`config.mk`:
```
export PLATFORM = sky130hd
export DESIGN_NAME = param_fifo
export DESIGN_NICKNAME = d
export VERILOG_FILES = /design/src/rtl/param_fifo.sv
export SDC_FILE = /design/constraint.sdc
export NUM_CORES = 1
export LEC_CHECK = 0
export CAP_MARGIN = 20
export CORE_UTILIZATION = 55
export CTS_CLUSTER_SIZE = 25
export DETAILED_ROUTE_END_ITERATION = 16
export PLACE_DENSITY = 0.75
export SYNTH_ARGS = -nofsm -noshare
export SYNTH_HDL_FRONTEND = slang
export SYNTH_SLANG_ARGS = --single-unit
```
`constraint.sdc`:
```
create_clock -name i_clk -period 2.22 [get_ports i_clk]
set_input_delay 0.333 -clock i_clk [delete_from_list [all_inputs] [get_ports i_clk]]
set_output_delay 0.333 -clock i_clk [all_outputs]
set_load 0.02 [all_outputs]
```
`src/rtl/param_fifo.sv`:
```
// Parametrised single-clock FIFO with occupancy count, almost-full/empty thresholds,
// sticky overflow/underflow flags, synchronous flush and standard or FWFT read port.
module param_fifo #(
  parameter int DATA_W    = 11,
  parameter int ADDR_W    = 4,
  parameter int FWFT      = 0,
  parameter int AFULL_TH  = 14,
  parameter int AEMPTY_TH = 2
) (
  input  logic              i_clk,
  input  logic              i_reset,
  input  logic              i_flush,
  input  logic              i_clear_err,
  input  logic [DATA_W-1:0] i_data,
  input  logic              i_write,
  input  logic              i_read,
  output logic [DATA_W-1:0] o_data,
  output logic              o_valid,
  output logic              o_empty,
  output logic              o_full,
  output logic              o_almost_empty,
  output logic              o_almost_full,
  output logic [ADDR_W:0]   o_count,
  output logic              o_overflow,
  output logic              o_underflow
);
  localparam int DEPTH = 2**ADDR_W;
  localparam logic [ADDR_W:0] DEPTH_C  = (ADDR_W+1)'(DEPTH);
  localparam logic [ADDR_W:0] AFULL_C  = (ADDR_W+1)'(AFULL_TH);
  localparam logic [ADDR_W:0] AEMPTY_C = (ADDR_W+1)'(AEMPTY_TH);

  logic [DATA_W-1:0] mem [DEPTH];
  logic [ADDR_W-1:0] wr_ptr, rd_ptr;
  logic [ADDR_W:0]   count;
  logic              wr_acc, rd_acc, ovf_evt, unf_evt;

  assign o_count        = count;
  assign o_empty        = (count == '0);
  assign o_full         = (count == DEPTH_C);
  assign o_almost_empty = (count <= AEMPTY_C);
  assign o_almost_full  = (count >= AFULL_C);

  // Flush overrides any read/write in the same cycle, so nothing is accepted or flagged.
  assign rd_acc  = i_read & ~o_empty & ~i_flush;
  assign wr_acc  = i_write & (~o_full | rd_acc) & ~i_flush;
  assign ovf_evt = i_write & o_full & ~(i_read & ~o_empty) & ~i_flush;
  assign unf_evt = i_read & o_empty & ~i_flush;

  always_ff @(posedge i_clk or posedge i_reset) begin
    if (i_reset) begin
      wr_ptr <= '0;
      rd_ptr <= '0;
      count  <= '0;
    end else if (i_flush) begin
      wr_ptr <= '0;
      rd_ptr <= '0;
      count  <= '0;
    end else begin
      if (wr_acc) wr_ptr <= wr_ptr + 1'b1;
      if (rd_acc) rd_ptr <= rd_ptr + 1'b1;
      case ({wr_acc, rd_acc})
        2'b10:   count <= count + 1'b1;
        2'b01:   count <= count - 1'b1;
        default: count <= count;
      endcase
    end
  end

  // Set wins over a simultaneous clear.
  always_ff @(posedge i_clk or posedge i_reset) begin
    if (i_reset) begin
      o_overflow  <= 1'b0;
      o_underflow <= 1'b0;
    end else begin
      o_overflow  <= (o_overflow  & ~i_clear_err) | ovf_evt;
      o_underflow <= (o_underflow & ~i_clear_err) | unf_evt;
    end
  end

  always_ff @(posedge i_clk) begin
    if (wr_acc) mem[wr_ptr] <= i_data;
  end

  generate
    if (FWFT != 0) begin : g_fwft
      // Head word shown directly; zero while empty so reset/empty output is defined.
      assign o_data  = o_empty ? '0 : mem[rd_ptr];
      assign o_valid = ~o_empty;
    end else begin : g_std
      logic [DATA_W-1:0] rd_data;
      logic              rd_vld;
      always_ff @(posedge i_clk or posedge i_reset) begin
        if (i_reset) begin
          rd_data <= '0;
          rd_vld  <= 1'b0;
        end else begin
          rd_vld <= rd_acc;
          if (rd_acc) rd_data <= mem[rd_ptr];
        end
      end
      assign o_data  = rd_data;
      assign o_valid = rd_vld;
    end
  endgenerate
endmodule
```
; Yosys cells after proc, flatten, opt, wreduce, memory -nomap -nowiden
; Memories as Yosys holds them, arrays and structs flattened. A register that Yosys moved wholly into a read port is not among the register bits.
; Index checks and enable logic that the tools add are counted.
[totals]
mem_count = 1
reg_bits = 16
output_inout_bits = 23
ram_bits = 176
[classes]
n_bitwise = 19
addsub = 4
mux = 8
reduce_logical = 4
eq_ne = 3
magnitude_cmp = 2
[mem_list]
columns = name, words, width, rd, rd_ports_with_merged_regs, wr, line
row1 = mem, 16, 11, 1, 1, 1, 32  ; logic [DATA_W-1:0] mem [DEPTH];
[ops]
columns = op, n
row1 = $mux 4, 4
row2 = $and 1x1->1, 11
row3 = $pmux 5 s2, 1
row4 = $add 4x1->4 const B, 2
row5 = $add 5x1->5 const B, 1
row6 = $eq 5x5->1 const B, 1
row7 = $ge 5x4->1 const B, 1
row8 = $le 5x2->1 const B, 1
row9 = $logic_not 5->1, 1
row10 = $mux 5, 1
row11 = $not 1->1, 5
row12 = $sub 5x1->5 const B, 1
row13 = $reduce_bool 2->1, 2
row14 = $or 1x1->1, 3
row15 = $reduce_bool 3->1, 1
row16 = $eq 2x1->1 const B, 1
row17 = $eq 2x2->1 const B, 1
row18 = $mux 1, 2

; Depth between registers and ports, before layout
; Gate-level depths: netlist of run 1.
[depth]
depth_word = 10
ltp_mapped = 10
ltp_nobuf = 9

; Worst setup path after synthesis of run 1
; No wires, ideal clock.
[synth_path]
kind = register -> register
from = reg count[2] (netlist: o_count[2])
to = mem mem[0][0], enable pin
t_arrival_ns = 1.842
setup_ns = 0.378
path_buffers = 2
required_time_ns = 1.842
path_slack_ns = 0.000
stages_incl_launch_ff = 7
synth_period_minus_slack_ns = 2.220
path_cell_list = dfrtp_1 > buf_2 > nor4_2 > a31oi_1 > buf_2 > nand2_1 > nor2_1
[synth_via]
elab_chain_cells = 9
[synth_lines]
columns = item, line
row1 = start: declaration, 34  ; logic [ADDR_W:0] count;
row2 = start signal: assignment, 62  ; 2'b10: count <= count + 1'b1;
row3 = start signal: assignment, 63  ; 2'b01: count <= count - 1'b1;
row4 = start signal: assignment, 64  ; default: count <= count;
row5 = $logic_not 5->1, 38  ; assign o_empty = (count == '0);
row6 = $not 1->1, 44  ; assign rd_acc = i_read & ~o_empty & ~i_flush;
row7 = $and 1x1->1 (2 in series), 44
row8 = $or 1x1->1 *, 45  ; assign wr_acc = i_write & (~o_full | rd_acc) & ~i_flush;
row9 = $and 1x1->1 * (2 in series), 45
row10 = $mux 1 *, 81  ; if (wr_acc) mem[wr_ptr] <= i_data;
row11 = $mux 1 (not written as such) *, 81
row12 = end: declaration, 32
; Mark *: on every way between the ends. The rest lies on a longest branch, timed or not.

; Worst setup path after layout of run 1
[layout_path]
from = reg count[0] (netlist: o_count[0])
to = out o_empty
[layout_via]
elab_chain_cells = 1
[layout_lines]
columns = item, line
row1 = $logic_not 5->1, 38
row2 = end: declaration, 19  ; output logic o_empty,
; Every way passes these cells.

==> out/results.ini, run 1 <==
[status]
status = completed

[routing]
top_layer_used = met4
drt_pass1_iterations = 5
routed_wl_um = 17500
ant_nets = 0
via_count = 4516
drt-wirelength-per-cell_um = 23.9
avgViaCountPerCell = 6.19
drt_iter0_markers = 478
wl_met3_um = 1150
drcViolationCount = 0
wl_met1_um = 6940
met2_length_um = 8790

[die]
dieArea_um2 = 15300
die_y_um = 124
ios = 40
fp-row-count = 44
start_util_pct = 56.3
fp.dieW_um = 124
core_um2 = 14500

[sta]
worst_slack_ns = 0.0846
finalClockSkew_ns = 0.0138
hold_violations = 0
hold-worst-slack_ns = 0.165
setup_viol = 0
slew_headroom_pct = 59.1
timing.fmax_mhz = 468
tightestPinTransition_ns = 0.614
rsz0062_at_grt = false
finalCriticalPeriod_ns = 2.14
maxSlewViolCount = 0
finalCritPeriodShare_pct = 96.2

[yosys]
seq_area_frac_synth_pct = 73.1
synthCells = 434
ys_async_sr_fraction_pct = 13.3
synth_top_cell_by_area = edfxtp_1
synth_xor_area_share_pct = 1.18
muxShareOfSynthArea_pct = 15.1
synth_nets = 458
synthAdderAreaFrac_pct = 1.07
synth.area.top_cells = edfxtp_1, mux4_2, dfrtp_1
synthesis.area_um2 = 8150
yosys_warnings = 0
synth_compound_area_share_pct = 3.48
ys_ff_latch = 203
yosysUniqueCellTypes = 44
synth-edff-count = 176
synth_top_cell_area_share_pct = 64.8
ys.flop_type = edfxtp_1
synth_top_family_by_area = multiplexers
syn_avg_cell_area_um2 = 18.8
synth-simple-area-share_pct = 3.96

[clock_tree]
cts_hold_buf = 0
numClockSinks = 203
cts_tree = built
path_clk_slew_ns = 0.06
root_buffer = clkbuf_16
cts_buffer_depth = 3
clk_latency_ns = 0.50
cts_buffers = 21
htree_num_levels = 1

[setup_path]
crit_fanout = 5
cp.required_ns = 1.89
worstSetupStartpointType = flop
rrSetupSlack_ns = 0.15
cp-end-kind = primary output
path_class = reg2out
arrival_ns = 1.80

[cells_and_area]
final_util_pct = 67.4
drive_above_1_share_pct = 27.3
final_nets = 556
stdcell_area_um2 = 9760
seq_area_um2 = 5970
fillers = 931
synthToLayoutAreaGrowth_pct = 19.7
multiInputGateArea_um2 = 2040
diodes = 0

[global_route]
grt_max_degree = 26
grt_overflow = 0
first_global_vias = 4651
grt_pass1_wl_um = 26400
antenna_found_initial = 0
grt_use_total_pct = 24.3

[worst_hold_path]
hold_path.class = in2async

[placed_design]
gp_congestion = 0.877
pre_cts_slack_ns = -0.286
placed_area_um2 = 9130
hpwl_um = 11400
io_buffers = 39

[power]
peakVddDrop_uv = 762
p_leak_nw = 3.36
power_mw = 9.77
p_per_area_nw_per_um2 = 1000

[flow_run]
maxCapViolCount = 0

==> worst max-delay path: stages (launching register included) <==
cell,delay [ns]
dfrtp_2,0.45
or4_4,0.57
nor2_2,0.11
buf_2,0.17
==> power breakdown <==
group / switching, mW / internal, mW / total, mW
sequential: 0.167 / 4.34 / 4.51
combinational: 1.09 / 0.981 / 2.07
clock: 1.35 / 1.84 / 3.19
total: 2.61 / 7.17 / 9.77
==> sequential cells by signal, indices dropped and copies added (netlist names) <==
signal and count:
rd_ptr 4, o_count 5, o_data 11, o_valid 1
o_underflow 1, wr_ptr 4, o_overflow 1, mem 176
==> final timing paths <==
kind / from / endpoint / cells past startpoint
max: o_count[0] / o_empty / 3
min: i_reset / rd_ptr[3] / 2
max reg2reg: o_count[0] / o_data[3] / 5
min reg2reg: o_data[9] / o_data[9] / 2
max in group asynchronous: i_reset / wr_ptr[1] / 3
min in group i_clk: i_clear_err / o_underflow / 2
==> routing by layer <==
layer  GRT usage, %  up-vias
li1               -     1923
met5              0        -
met2           39.8      202
met1           33.5     2340
met3           2.93       51
met4           9.41        0
==> cell type report <==
type                       instances  area share, %
clock buffer                      31           6.08
clock inverter                     6          0.321
inverter                          12          0.462
multi-input combinational        195           20.9
sequential                       203           61.1
tap                              184           2.36
timing repair buffer              99           8.77
==> repair_timing <==
item | in CTS | in global routing
buffers inserted | 0 | 0
gates resized for setup | 10 | 9
setup endpoints to repair | 3 | 6
==> cells in the mapped netlist, types with 2 or more instances <==
cell type / number
mux2i_1: 24
a31oi_1: 2
buf_4: 4
buf_2: 10
mux4_2: 44
edfxtp_1: 176
dfrtp_1: 27
o221ai_1: 11
o21ai_0: 4
nor2b_1: 2
nand4_1: 2
a21oi_1: 8
clkbuf_1: 8
nand3_1: 4
xnor2_1: 6
inv_1: 11
xor2_1: 5
or3_1: 2
nor2_1: 30
nand2_1: 24
ha_1: 7
==> cell families (layout without fill, tap and decap cells) <==
group                    Yosys count  count (layout)
flip-flops                       203             203
AND/OR/NAND/NOR                   71              71
multiplexers                      68              68
AO/OA/AOI/OAI                     38              38
buffers and inverters             36             148
XOR/XNOR                          11              11
adder cells (fa/ha/maj)            7               7
==> per-stage QoR <==
step	TNS, ns	cells
final	0	730
after global routing	0	730
after CTS	0	730
after detailed placement	-5.41	693
after global placement	-3.46	693
after floorplan	-0.0119	434
==> layout by cell type (no fill, tap or decap), types with 2 or more instances in the layout <==
cell             synthesis  final
nor2_2                   1      3
nand3_1                  4      4
a31oi_1                  2      2
clkbuf_16                0     21
edfxtp_1               176    176
ha_1                     7      7
o21ai_0                  4      4
o221ai_1                11     11
clkinv_2                 0      3
buf_4                    4     59
inv_1                   11     11
clkdlybuf4s50_1          0     35
or3_1                    2      2
clkinv_1                 0      2
a21oi_1                  8      8
xor2_1                   5      5
dfrtp_2                  0      5
mux4_2                  44     44
mux2i_1                 24     24
nor2_1                  30     28
dfrtp_1                 27     22
nand4_1                  2      2
nor2b_1                  2      2
buf_12                   0      2
clkbuf_8                 0      3
clkbuf_1                 8      7
xnor2_1                  6      6
nand2_1                 24     24
(Power assumes the default switching activity.)
==> run 2, diff against run 1 <==
--- a/config.mk
+++ b/config.mk
@@ -6,10 +6,10 @@
 export NUM_CORES = 1
 export LEC_CHECK = 0
 export CAP_MARGIN = 20
-export CORE_UTILIZATION = 55
+export CORE_UTILIZATION = 50
 export CTS_CLUSTER_SIZE = 25
 export DETAILED_ROUTE_END_ITERATION = 16
-export PLACE_DENSITY = 0.75
+export PLACE_DENSITY = 0.69
 export SYNTH_ARGS = -nofsm -noshare
 export SYNTH_HDL_FRONTEND = slang
 export SYNTH_SLANG_ARGS = --single-unit
==> run 2 against run 1 <==
  * Clock skew decreased by 0.00084 ns
  * Die area increased by 9.8%
  * Sequential share of layout area down 0.66 points
  * Total power up 2.4%
  * Worst hold slack improved by 0.065 ns
  * Utilization fell by 5.3 points
  * Fmax fell by 2.3%
  * Largest power group unchanged
==> out/results.ini, run 2 (synthesis results as in run 1) <==
[setup_path]
crit_fanout = 6
rrSetupSlack_ns = 0.17
rr_endpoint = o_data[5]
r2r_cells = 5
path_class = reg2out
worstSetupStartpointType = flop
cp.required_ns = 1.89
reg2reg_from = o_count[0]
cp-end-kind = primary output
critical_path.slowest_cell = or4_4
cp_cell_sequence = or4_4 > nor2_1 > buf_2
cpPeakStageDelay_ns = 0.57
arrival_ns = 1.85

[sta]
timing.fmax_mhz = 457
tightestPinTransition_ns = 0.613
slew_headroom_pct = 59.1
hold_violations = 0
maxSlewViolCount = 0
finalCritPeriodShare_pct = 98.5
finalClockSkew_ns = 0.0130
finalCriticalPeriod_ns = 2.19
worst_slack_ns = 0.0333
setup_viol = 0
rsz0062_at_grt = false

[routing]
drcViolationCount = 0
ant_nets = 0
via_count = 4389
drt_iter0_markers = 334
drt-wirelength-per-cell_um = 22.0
drt_pass1_iterations = 4
routed_wl_um = 16800
avgViaCountPerCell = 5.75

[cells_and_area]
regMostFlops = mem
stdcell_area_um2 = 9860
mostFrequentLayoutCell = edfxtp_1
seq_area_um2 = 5970
largest_reg_flops = 176
final_cells = 763
fillers = 1150
final_nets = 555
synthToLayoutAreaGrowth_pct = 21.0
multiInputGateArea_um2 = 2030
final_util_pct = 62.1
final_cell_mix = edfxtp_1, buf_4, mux4_2
drive_above_1_share_pct = 26.1
diodes = 0

[global_route]
grt_max_degree = 27
antenna_found_initial = 0
first_global_vias = 4428
grt_use_total_pct = 21.1
grt_overflow = 0
grt_pass1_wl_um = 25500

[die]
fp.dieW_um = 130
start_util_pct = 51.3
dieArea_um2 = 16800
ios = 40
fp-row-count = 46
die_y_um = 130
core_um2 = 15900

[placed_design]
hpwl_um = 11000
gp_congestion = 0.870
placed_area_um2 = 9190
io_buffers = 39
placed_cells = 723
pre_cts_slack_ns = -0.252

[status]
status = completed

[clock_tree]
path_clk_slew_ns = 0.06
htree_num_levels = 1
numClockSinks = 203
cts_buffers = 22
cts_buffer_depth = 3
cts_tree = built
cts_hold_buf = 0
post_cts_buffers = 0
root_buffer = clkbuf_16
clk_latency_ns = 0.49

[flow_run]
maxCapViolCount = 0

[power]
peakVddDrop_uv = 759
p_leak_nw = 3.36
p_per_area_nw_per_um2 = 1010

[worst_hold_path]
hold_path.class = in2async

run 2: cell count changes in the layout (fill, tap and decap cells not counted), moves of 3 or more:
cell	change
clkinv_1	+3
buf_12	+3
buf_4	-6
clkbuf_8	-3
run 2: critical path: cells and delay by family (launching register included):
kind                   cells  cell delay (ns)
AND/OR/NAND/NOR            2             0.72
buffers and inverters      1             0.19
flip-flops                 1             0.45
run 2: what timing repair did:
| item | in CTS | in global routing |
|---|---|---|
| endpoints found under the setup margin | 3 | 1 |
| resized for setup | 11 | 1 |
| gates cloned | 0 | 0 |
| pin swaps | 0 | 0 |
| endpoints found under the hold margin | 0 | 0 |
run 2: metrics by stage:
| stage | setup TNS [ns] | hold WS (ns) | total power, mW |
|---|---|---|---|
| after floorplan | -0.0119 | 0.386 | 5.81 |
| after global placement | -11.30 | 0.482 | 6.68 |
| after detailed placement | -10.97 | 0.490 | 6.71 |
| after CTS | 0 | 0.247 | 10.1 |
| after global routing | 0 | 0.314 | 10.4 |
| final | 0 | 0.230 | 10.0 |
run 2: worst max-delay path by stage:
stage / start / slack, ns / cells after the start / to
2_1_floorplan: o_count[2] / -0.0004 / 6 / mem[0][0]
3_3_place_gp: i_flush / -0.18 / 8 / mem[7][0]
3_5_place_dp: i_read / -0.25 / 8 / o_count[2]
4_1_cts: o_count[0] / 0.04 / 3 / o_full
5_1_grt: o_count[0] / 0.003 / 3 / o_full
6_report: o_count[0] / 0.03 / 3 / o_full
run 2: where the power goes:
group | internal, mW | total [mW] | leakage, nW | switching [mW]
clock network | 2.01 | 3.39 | 0.326 | 1.38
logic | 1.02 | 2.10 | 1.11 | 1.08
registers | 4.34 | 4.51 | 1.93 | 0.174
run 2: cell type report:
cell class	instances	share of cell area, %
inverter	12	0.457
timing repair buffer	97	8.89
clock buffer	30	6.10
clock inverter	10	0.723
tap	216	2.74
multi-input combinational	195	20.6
sequential	203	60.5
run 2: per-layer routing:
metal  global-route usage (%)  wire length [um]
met1                     30.2              7120
met2                     34.4              8270
met3                     3.03              1030
met4                     5.61               375
met5                        0                 0
